===== src/rtl/conv_window_gen.sv =====
// rtl/conv_window_gen.sv - raster pixel stream to hk x hk sliding-window generator
// Buffers MAX_K-1 rows and a MAX_K x MAX_K shift window; one output register, no bubble.
module conv_window_gen #(
  parameter int DATA_W = 8,
  parameter int MAX_W  = 32,
  parameter int MAX_K  = 3
) (
  input  logic                            clk,
  input  logic                            rst_n,
  input  logic                            start,
  input  logic [5:0]                      H,
  input  logic [5:0]                      W,
  input  logic [2:0]                      hk,
  input  logic [DATA_W-1:0]               in_data,
  input  logic                            in_valid,
  output logic                            in_ready,
  output logic [MAX_K*MAX_K*DATA_W-1:0]   win_data,
  output logic [5:0]                      win_row,
  output logic [5:0]                      win_col,
  output logic                            win_valid,
  input  logic                            win_ready,
  output logic                            busy,
  output logic                            done,
  output logic                            cfg_err
);
  localparam int CW    = (MAX_W > 1) ? $clog2(MAX_W) : 1;
  localparam int KW    = (MAX_K > 1) ? $clog2(MAX_K) : 1;
  localparam int WIN_W = MAX_K * MAX_K * DATA_W;

  typedef enum logic [1:0] {S_IDLE, S_RUN, S_DRAIN, S_DONE} state_t;
  state_t r_state, w_state_nxt;

  logic [5:0]        r_h, r_w, r_row, r_col, r_win_row, r_win_col;
  logic [2:0]        r_hk;
  logic [DATA_W-1:0] r_lb [MAX_K-1][MAX_W];
  logic [DATA_W-1:0] r_sr [MAX_K][MAX_K];
  logic [DATA_W-1:0] w_sr_nxt [MAX_K][MAX_K];
  logic [WIN_W-1:0]  r_win_data, w_win_nxt;
  logic              r_win_valid, r_cfg_err;
  logic              w_legal, w_accept, w_emit, w_last, w_busy, w_done;
  logic [5:0]        w_hk6, w_hk_m1;
  logic [CW-1:0]     w_cidx;

  // Active hk x hk window sits in the bottom-right corner of the MAX_K x MAX_K shift array.
  function automatic logic [KW-1:0] sr_idx(input logic [2:0] k, input int n);
    int t;
    t = MAX_K - int'(k) + n;
    return t[KW-1:0];
  endfunction

  assign w_hk6    = {3'b000, hk};
  assign w_legal  = (hk != 3'd0) && (int'(hk) <= MAX_K) && (w_hk6 <= H) && (w_hk6 <= W) &&
                    (W != 6'd0) && (int'(W) <= MAX_W);
  assign in_ready = (r_state == S_RUN) && (!r_win_valid || win_ready);
  assign w_accept = in_valid && in_ready;
  assign w_hk_m1  = {3'b000, r_hk - 3'd1};
  assign w_last   = (r_row == r_h - 6'd1) && (r_col == r_w - 6'd1);
  assign w_emit   = w_accept && (r_row >= w_hk_m1) && (r_col >= w_hk_m1);
  assign w_cidx   = r_col[CW-1:0];

  always_comb begin
    for (int i = 0; i < MAX_K; i++) begin
      for (int j = 0; j < MAX_K - 1; j++) begin
        w_sr_nxt[i][j] = r_sr[i][j+1];
      end
    end
    for (int i = 0; i < MAX_K - 1; i++) begin
      w_sr_nxt[i][MAX_K-1] = r_lb[MAX_K-2-i][w_cidx];
    end
    w_sr_nxt[MAX_K-1][MAX_K-1] = in_data;
  end

  always_comb begin
    w_win_nxt = '0;
    for (int i = 0; i < MAX_K; i++) begin
      for (int j = 0; j < MAX_K; j++) begin
        if (i < int'(r_hk) && j < int'(r_hk)) begin
          w_win_nxt[(i*MAX_K+j)*DATA_W +: DATA_W] = w_sr_nxt[sr_idx(r_hk, i)][sr_idx(r_hk, j)];
        end
      end
    end
  end

  always_ff @(posedge clk) begin
    if (rst_n) begin
      r_state <= S_IDLE;
    end else begin
      r_state <= w_state_nxt;
    end
  end

  always_comb begin
    w_state_nxt = r_state;
    w_busy      = (r_state != S_IDLE);
    w_done      = 1'b0;
    case (r_state)
      S_IDLE:  if (start && w_legal) w_state_nxt = S_RUN;
      S_RUN:   if (w_accept && w_last) w_state_nxt = S_DRAIN;
      S_DRAIN: if (!r_win_valid || win_ready) w_state_nxt = S_DONE;
      S_DONE: begin
        w_done      = 1'b1;
        w_state_nxt = S_IDLE;
      end
      default: w_state_nxt = S_IDLE;
    endcase
  end

  always_ff @(posedge clk) begin
    if (rst_n) begin
      r_h         <= '0;
      r_w         <= '0;
      r_hk        <= '0;
      r_row       <= '0;
      r_col       <= '0;
      r_cfg_err   <= 1'b0;
      r_win_valid <= 1'b0;
      r_win_data  <= '0;
      r_win_row   <= '0;
      r_win_col   <= '0;
    end else begin
      r_cfg_err <= (r_state == S_IDLE) && start && !w_legal;
      if ((r_state == S_IDLE) && start && w_legal) begin
        r_h   <= H;
        r_w   <= W;
        r_hk  <= hk;
        r_row <= '0;
        r_col <= '0;
      end else if (w_accept) begin
        if (r_col == r_w - 6'd1) begin
          r_col <= '0;
          r_row <= r_row + 6'd1;
        end else begin
          r_col <= r_col + 6'd1;
        end
      end
      // A window loading in the same cycle as the old one is consumed takes the register.
      if (w_emit) begin
        r_win_valid <= 1'b1;
        r_win_data  <= w_win_nxt;
        r_win_row   <= r_row - w_hk_m1;
        r_win_col   <= r_col - w_hk_m1;
      end else if (win_ready) begin
        r_win_valid <= 1'b0;
      end
    end
  end

  // Row storage is never cleared; row/column gating keeps stale entries out of emitted windows.
  always_ff @(posedge clk) begin
    if (w_accept) begin
      r_lb[0][w_cidx] <= in_data;
      for (int k = 1; k < MAX_K - 1; k++) begin
        r_lb[k][w_cidx] <= r_lb[k-1][w_cidx];
      end
      r_sr <= w_sr_nxt;
    end
  end

  assign win_data  = r_win_data;
  assign win_row   = r_win_row;
  assign win_col   = r_win_col;
  assign win_valid = r_win_valid;
  assign busy      = w_busy;
  assign done      = w_done;
  assign cfg_err   = r_cfg_err;
endmodule


===== config.mk =====
export PLATFORM = sky130hd
export DESIGN_NAME = conv_window_gen
export DESIGN_NICKNAME = d
export VERILOG_FILES = /design/src/rtl/conv_window_gen.sv
export SDC_FILE = /design/constraint.sdc
export NUM_CORES = 1
export LEC_CHECK = 0
export ABC_AREA = 1
export CORE_AREA = 3 3 228 230
export CTS_CLUSTER_DIAMETER = 120
export DETAILED_ROUTE_END_ITERATION = 16
export DIE_AREA = 0 0 231 233
export PLACE_DENSITY_LB_ADDON = 0.08
export SYNTH_ARGS = -nofsm -noshare
export SYNTH_HDL_FRONTEND = slang
export SYNTH_SLANG_ARGS = --single-unit

===== constraint.sdc =====
create_clock -name clk -period 4.75 [get_ports clk]
set_input_delay 0.475 -clock clk [delete_from_list [all_inputs] [get_ports clk]]
set_output_delay 0.475 -clock clk [all_outputs]
set_load 0.01 [all_outputs]

Yosys cells after proc, flatten, opt, wreduce, memory -nomap -nowiden. Memories as Yosys holds them, arrays and structs flattened. Index checks and enable logic that the tools add are counted.

Add/sub/neg operators: 10. $lt $le $gt $ge: 14. Equality and inequality tests: 8. Multiplexer cells: 63. Bitwise gates (word level): 4. Reductions and logical operators: 30.

Operator list (count): $mux W256 (1); $mux W8 (32); $bmux W24 S2 (3); $bmux W8 S2 (9); $mux W24 (6); $bmux W8 S5 (2); $demux W8 S5 (1); $logic_and A1 B1 Y1 (19); $add A6 B1 Y6 const B (2); $eq A6 B6 Y1 (2); $ge A6 B3 Y1 (2); $le A3 B6 Y1 (2); $sub A6 B1 Y6 const B (2); $sub A6 B3 Y6 (2); $ge A3 B3 Y1 const B (3); $not A2 Y3 (3); $pmux W2 S4 (1); $ge A6 B6 Y1 const B (1); $le A6 B6 Y1 const B (1); $lt A1 B3 Y1 const A (2); $lt A6 B1 Y1 const B (1); $mux W2 (3); $mux W6 (1); $not A5 Y6 (1); 19 further kinds (27).

Bits in registers: 163. Bits in writable memories: 512. Output and inout bits: 89. Word-level logic and storage cells: 147. Memories: 1.

Memory list: r_lb (depth 2, width 256, read ports 2, clocked after Yosys merged registers in 0, wr ports 2, RTL line 35) `logic [DATA_W-1:0] r_lb [MAX_K-1][MAX_W];`.

Depth between registers and ports, before layout.
Word-level depth: 11. Depth in mapped cells: 22. Gate-level depth less buffers: 15.

Worst setup path before layout. No wires, ideal clock.

Path type: register to register. Start point: register r_hk[0]. End point: register r_win_data[62], in the netlist win_data[62]. Setup time: 0.070 ns. Arrival time: 3.671 ns. Path slack: 1.008 ns. Stages on the path, launching flop included: 23. Path buffers: 7. Clock period less this slack: 3.742 ns. Cell sequence: dfxtp_1 > buf_2 > clkinv_1 > buf_2 > buf_1 > ha_1 > clkbuf_1 > inv_1 > clkbuf_1 > clkbuf_1 > fa_1 > inv_1 > nand2_1 > nand2_1 > nor2_1 > a31oi_4 > nand2_4 > nor2_8 > nand2_4 > buf_6 > nor2_1 > nand2_1 > a21oi_1.

Word-level cells in the longest chain between the ends: 10.

RTL lines: from (decl) (RTL line 34) `logic [2:0] r_hk;`; from (signal assigned) (RTL line 125) `r_hk <= hk;`; $sub A2 B2 Y2 (RTL line 47) `t = MAX_K - int'(k) + n;`; $add A2 B2 Y2 (RTL line 47); $not A2 Y3 (not written as such) (RTL line 78) `w_win_nxt[(i*MAX_K+j)*DATA_W +: DATA_W] = w_sr_nxt[sr_idx(r_hk, i)][sr_idx(r_hk, j)];`; $bmux W24 S2 (RTL line 78); $mux W24 (not written as such) (2 in a row) (RTL line 78); $bmux W8 S2 (RTL line 78); $mux W8 (not written as such) (2 in a row) (RTL line 78); $mux W8 (RTL line 77) `if (i < int'(r_hk) && j < int'(r_hk)) begin`; to (signal assigned) (RTL line 139) `r_win_data <= w_win_nxt;`; to (decl) (RTL line 38) `logic [WIN_W-1:0] r_win_data, w_win_nxt;`.

Several ways; a longest one is shown, not always the timed one. The select of a mux whose other input is x is not followed. A chain may end at the register's enable or synchronous reset.

Final worst setup path.
Start point: register r_hk[0]. End point: register r_win_data[7], in the netlist win_data[7].

Word-level cells in the longest chain between the ends: 9.

RTL lines (RTL line): $sub A2 B2 Y2 (47); $not A2 Y3 (not written as such) (78); $bmux W24 S2 (78); $mux W24 (not written as such) (2 in a row) (78); $bmux W8 S2 (78); $mux W8 (not written as such) (2 in a row) (78); $mux W8 (77).

Several ways; a longest one is shown, not always the timed one. The select of a mux whose other input is x is not followed.

==> results.sh <==
export IMPL_wl_met1_mm=32.76
export IMPL_wl_per_cell_um=20.26
export IMPL_timing_hold_ws_ns=0.4607
export IMPL_start_util=0.5997
export IMPL_nNetsFinal=3364
export IMPL_grt_pass1_vias=21300
export IMPL_grt_usage=0.3029
export IMPL_dp_slack_ns=0.9900
export IMPL_powerDensity_nw_per_um2=417.1
export IMPL_cts_sink_count=675
export IMPL_portBuffers=116
export IMPL_reg2reg_from="r_hk[0]"
export IMPL_end_kind="flip-flop"
export IMPL_worstPathMaxFanout=36
export IMPL_critical_path_startpoint="r_hk[0]"
export IMPL_cts_resized_gates=0
export IMPL_yosys_top_cells_area="edfxtp_1, nand2_1, dfxtp_1, nor2_1, inv_1"
export IMPL_fin_crit_sh=0.8061
export IMPL_routed_via_density=5.623
export IMPL_wl_met3_mm=7.065
export IMPL_worstSetupStartpointType="flip-flop"
export IMPL_synth_ff_latch_count=675
export IMPL_grt_overflow=0
export IMPL_drc=0
export IMPL_synth_top_cell_area_share=0.5600
export IMPL_dieArea_um2=53820
export IMPL_crit_type="flip-flop to flip-flop"
export IMPL_yosysMostFrequentCell="nand2_1"
export IMPL_post_route_min_period_ns=3.829
export IMPL_clockBufferDepth=3
export IMPL_leakage_nw=13.77
export IMPL_core_area_um2=50070
export IMPL_via_count=22670
export IMPL_grt_pass1_wl_mm=124.1
export IMPL_yosys_warnings=0
export IMPL_drt_pass1_iter_count=6
export IMPL_critical_path_arrival_ns=4.36
export IMPL_grt_start_max_net_pins=148
export IMPL_postSynthCellCount=3193
export IMPL_min_delay_start="r_sr[54]"
export IMPL_insertion_delay_ns=0.62
export IMPL_drive_gt1_frac=0.06548
export IMPL_cts_tree="built"
export IMPL_die_y_um=233
export IMPL_setup_tns_final_ns=0
export IMPL_synth_edf_count=560
export IMPL_synth_common_cells="nand2_1, edfxtp_1, nor2_1"
export IMPL_grt_setup_unrepaired="no"
export IMPL_topRoutingLayerUsed="met4"
export IMPL_clkTransAtPathRegs_ns=0.06
export IMPL_postCtsSetupBuffers=0
export IMPL_drt_wl_total_mm=81.69
export IMPL_hold_path_class="flip-flop to flip-flop"
export IMPL_fin_ws_ns=0.9211
export IMPL_cts_buffers=70
export IMPL_cts_hold_buffers_added=0
export IMPL_dpl_hpwl_mm=50.20
export IMPL_slew_headroom=0.2402
export IMPL_antenna_left=0
export IMPL_antenna_found_initial=0
export IMPL_wl_met2_mm=38.79
export IMPL_rows=82
export IMPL_drv_slew=0
export IMPL_max_freq_ghz=0.2612
export IMPL_outcome="finished clean"
export IMPL_post_route_util=0.6813
export IMPL_die_width_um=231
export IMPL_insertedDiodeCount=0
export IMPL_ys_types=43
export IMPL_synth_flop_cell="edfxtp_1"
export IMPL_maxCapViolations=0
export IMPL_hold_viol_final=0
export IMPL_fin_skew_ns=0.02645
export IMPL_tightest_slew_ns=1.136
export IMPL_yosysTopAreaCell="edfxtp_1"
export IMPL_synth_seq_area_share=0.6367
export IMPL_setup_viol=0
export IMPL_layout_cells_non_filler=4032
export IMPL_ios=117
export IMPL_vdd_drop_max_v=0.0003919
export IMPL_required_ns=5.28
export IMPL_netlist_area_um2=30030
export IMPL_placedCellCount=3908
export IMPL_synthesis_nets=3249
export IMPL_async_flop_share=0
export IMPL_syn_avg_cell_area_um2=9.404
export IMPL_first_iter_violations=2308
export IMPL_syn2layout_area_growth_pct=13.60
export IMPL_cts_max_level=3
export IMPL_root_buffer="clkbuf_16"
export IMPL_place_congestion=0.8616
cell usage in the layout, fill, tap and decap left out, types with 3 or more instances in the layout:
master / netlist / layout
o21ai_0: 147 / 147
clkinv_2: 0 / 8
clkinv_1: 1 / 17
or2_2: 3 / 3
nand2_2: 10 / 10
o211ai_1: 12 / 12
a21oi_1: 132 / 132
inv_2: 9 / 8
nor2_1: 293 / 293
inv_1: 280 / 279
nand2_4: 3 / 3
a31oi_1: 4 / 4
buf_12: 0 / 5
dfxtp_1: 115 / 113
o221ai_1: 7 / 7
clkbuf_16: 0 / 73
edfxtp_1: 560 / 560
nor3_1: 8 / 8
clkbuf_8: 0 / 3
clkinvlp_4: 0 / 3
nor2_4: 4 / 4
buf_4: 18 / 77
nor2_2: 3 / 3
nand2_1: 1190 / 1190
o21ai_1: 32 / 32
xor2_1: 9 / 9
o22ai_1: 12 / 12
ha_1: 26 / 26
inv_6: 1 / 3
nand4_1: 5 / 5
clkdlybuf4s50_1: 0 / 115
bufinv_16: 0 / 4
nand3_1: 155 / 155
xnor2_1: 3 / 3
clkbuf_1: 48 / 15
worst max-delay path, cell delays in order, from the launching register on:
cell and delay [ns]:
dfxtp_1 0.33, clkinv_1 0.10, ha_1 0.38, buf_4 0.34, inv_1 0.13, fa_1 0.39
inv_1 0.07, nand2_1 0.08, nand2_1 0.07, nor2_1 0.08, a31oi_4 0.19, nand2_4 0.28
inv_1 0.83, o221ai_1 0.29, a21oi_1 0.18
worst paths after layout:
path	end	slack, ns	cells after the start
worst max-delay path	win_data[7]	0.92	14
worst min-delay path	r_sr[62]	0.46	0
worst max register to register	win_data[7]	0.92	14
worst min register to register	r_sr[62]	0.46	0
report_power, final:
group | internal, mW | total (mW) | switching [mW]
combinational | 0.542 | 2.09 | 1.55
clock | 3.07 | 5.32 | 2.25
sequential | 6.72 | 6.81 | 0.0947
total | 10.3 | 14.2 | 3.89
cells by family (layout without fill, tap and decap cells):
family	count (synthesis)	count (layout)	synth area share
simple gates	1682	1682	0.2223
compound gates	350	350	0.06179
buf+inv	446	613	0.06350
fa+ha+maj	28	28	0.01217
flops	675	675	0.6367
xor+xnor	12	12	0.003500
stage by stage:
step / total power, mW / cell area, um^2
after floorplan: 8.204 / 30030
after global placement: 8.941 / 31910
after detailed placement: 8.985 / 31910
after CTS: 14.24 / 34110
after global routing: 14.71 / 34110
final: 14.23 / 34110
routing by layer:
layer  GRT usage  up-vias
li1            -    10640
met1      0.4124    10810
met2      0.4943     1060
met3     0.04714      167
met4      0.1189        0
met5           0        -
flip-flops by register name, summed over array words and instances (netlist names):
signal / flops
r_col: 6
r_lb: 512
r_h: 6
win_valid: 1
r_state: 2
r_w: 6
win_col: 6
cfg_err: 1
win_row: 6
r_row: 6
win_data: 72
r_sr: 48
r_hk: 3
final cells by class:
class / count / area (um^2)
sequential: 675 / 19130
fill: 3934 / 15960
multi-input combinational: 2072 / 9002
clock buffer: 91 / 1924
timing repair buffer: 198 / 1834
inverter: 291 / 1104
tap: 672 / 840.8
clock inverter: 33 / 279.0
(Power assumes the default switching activity.)
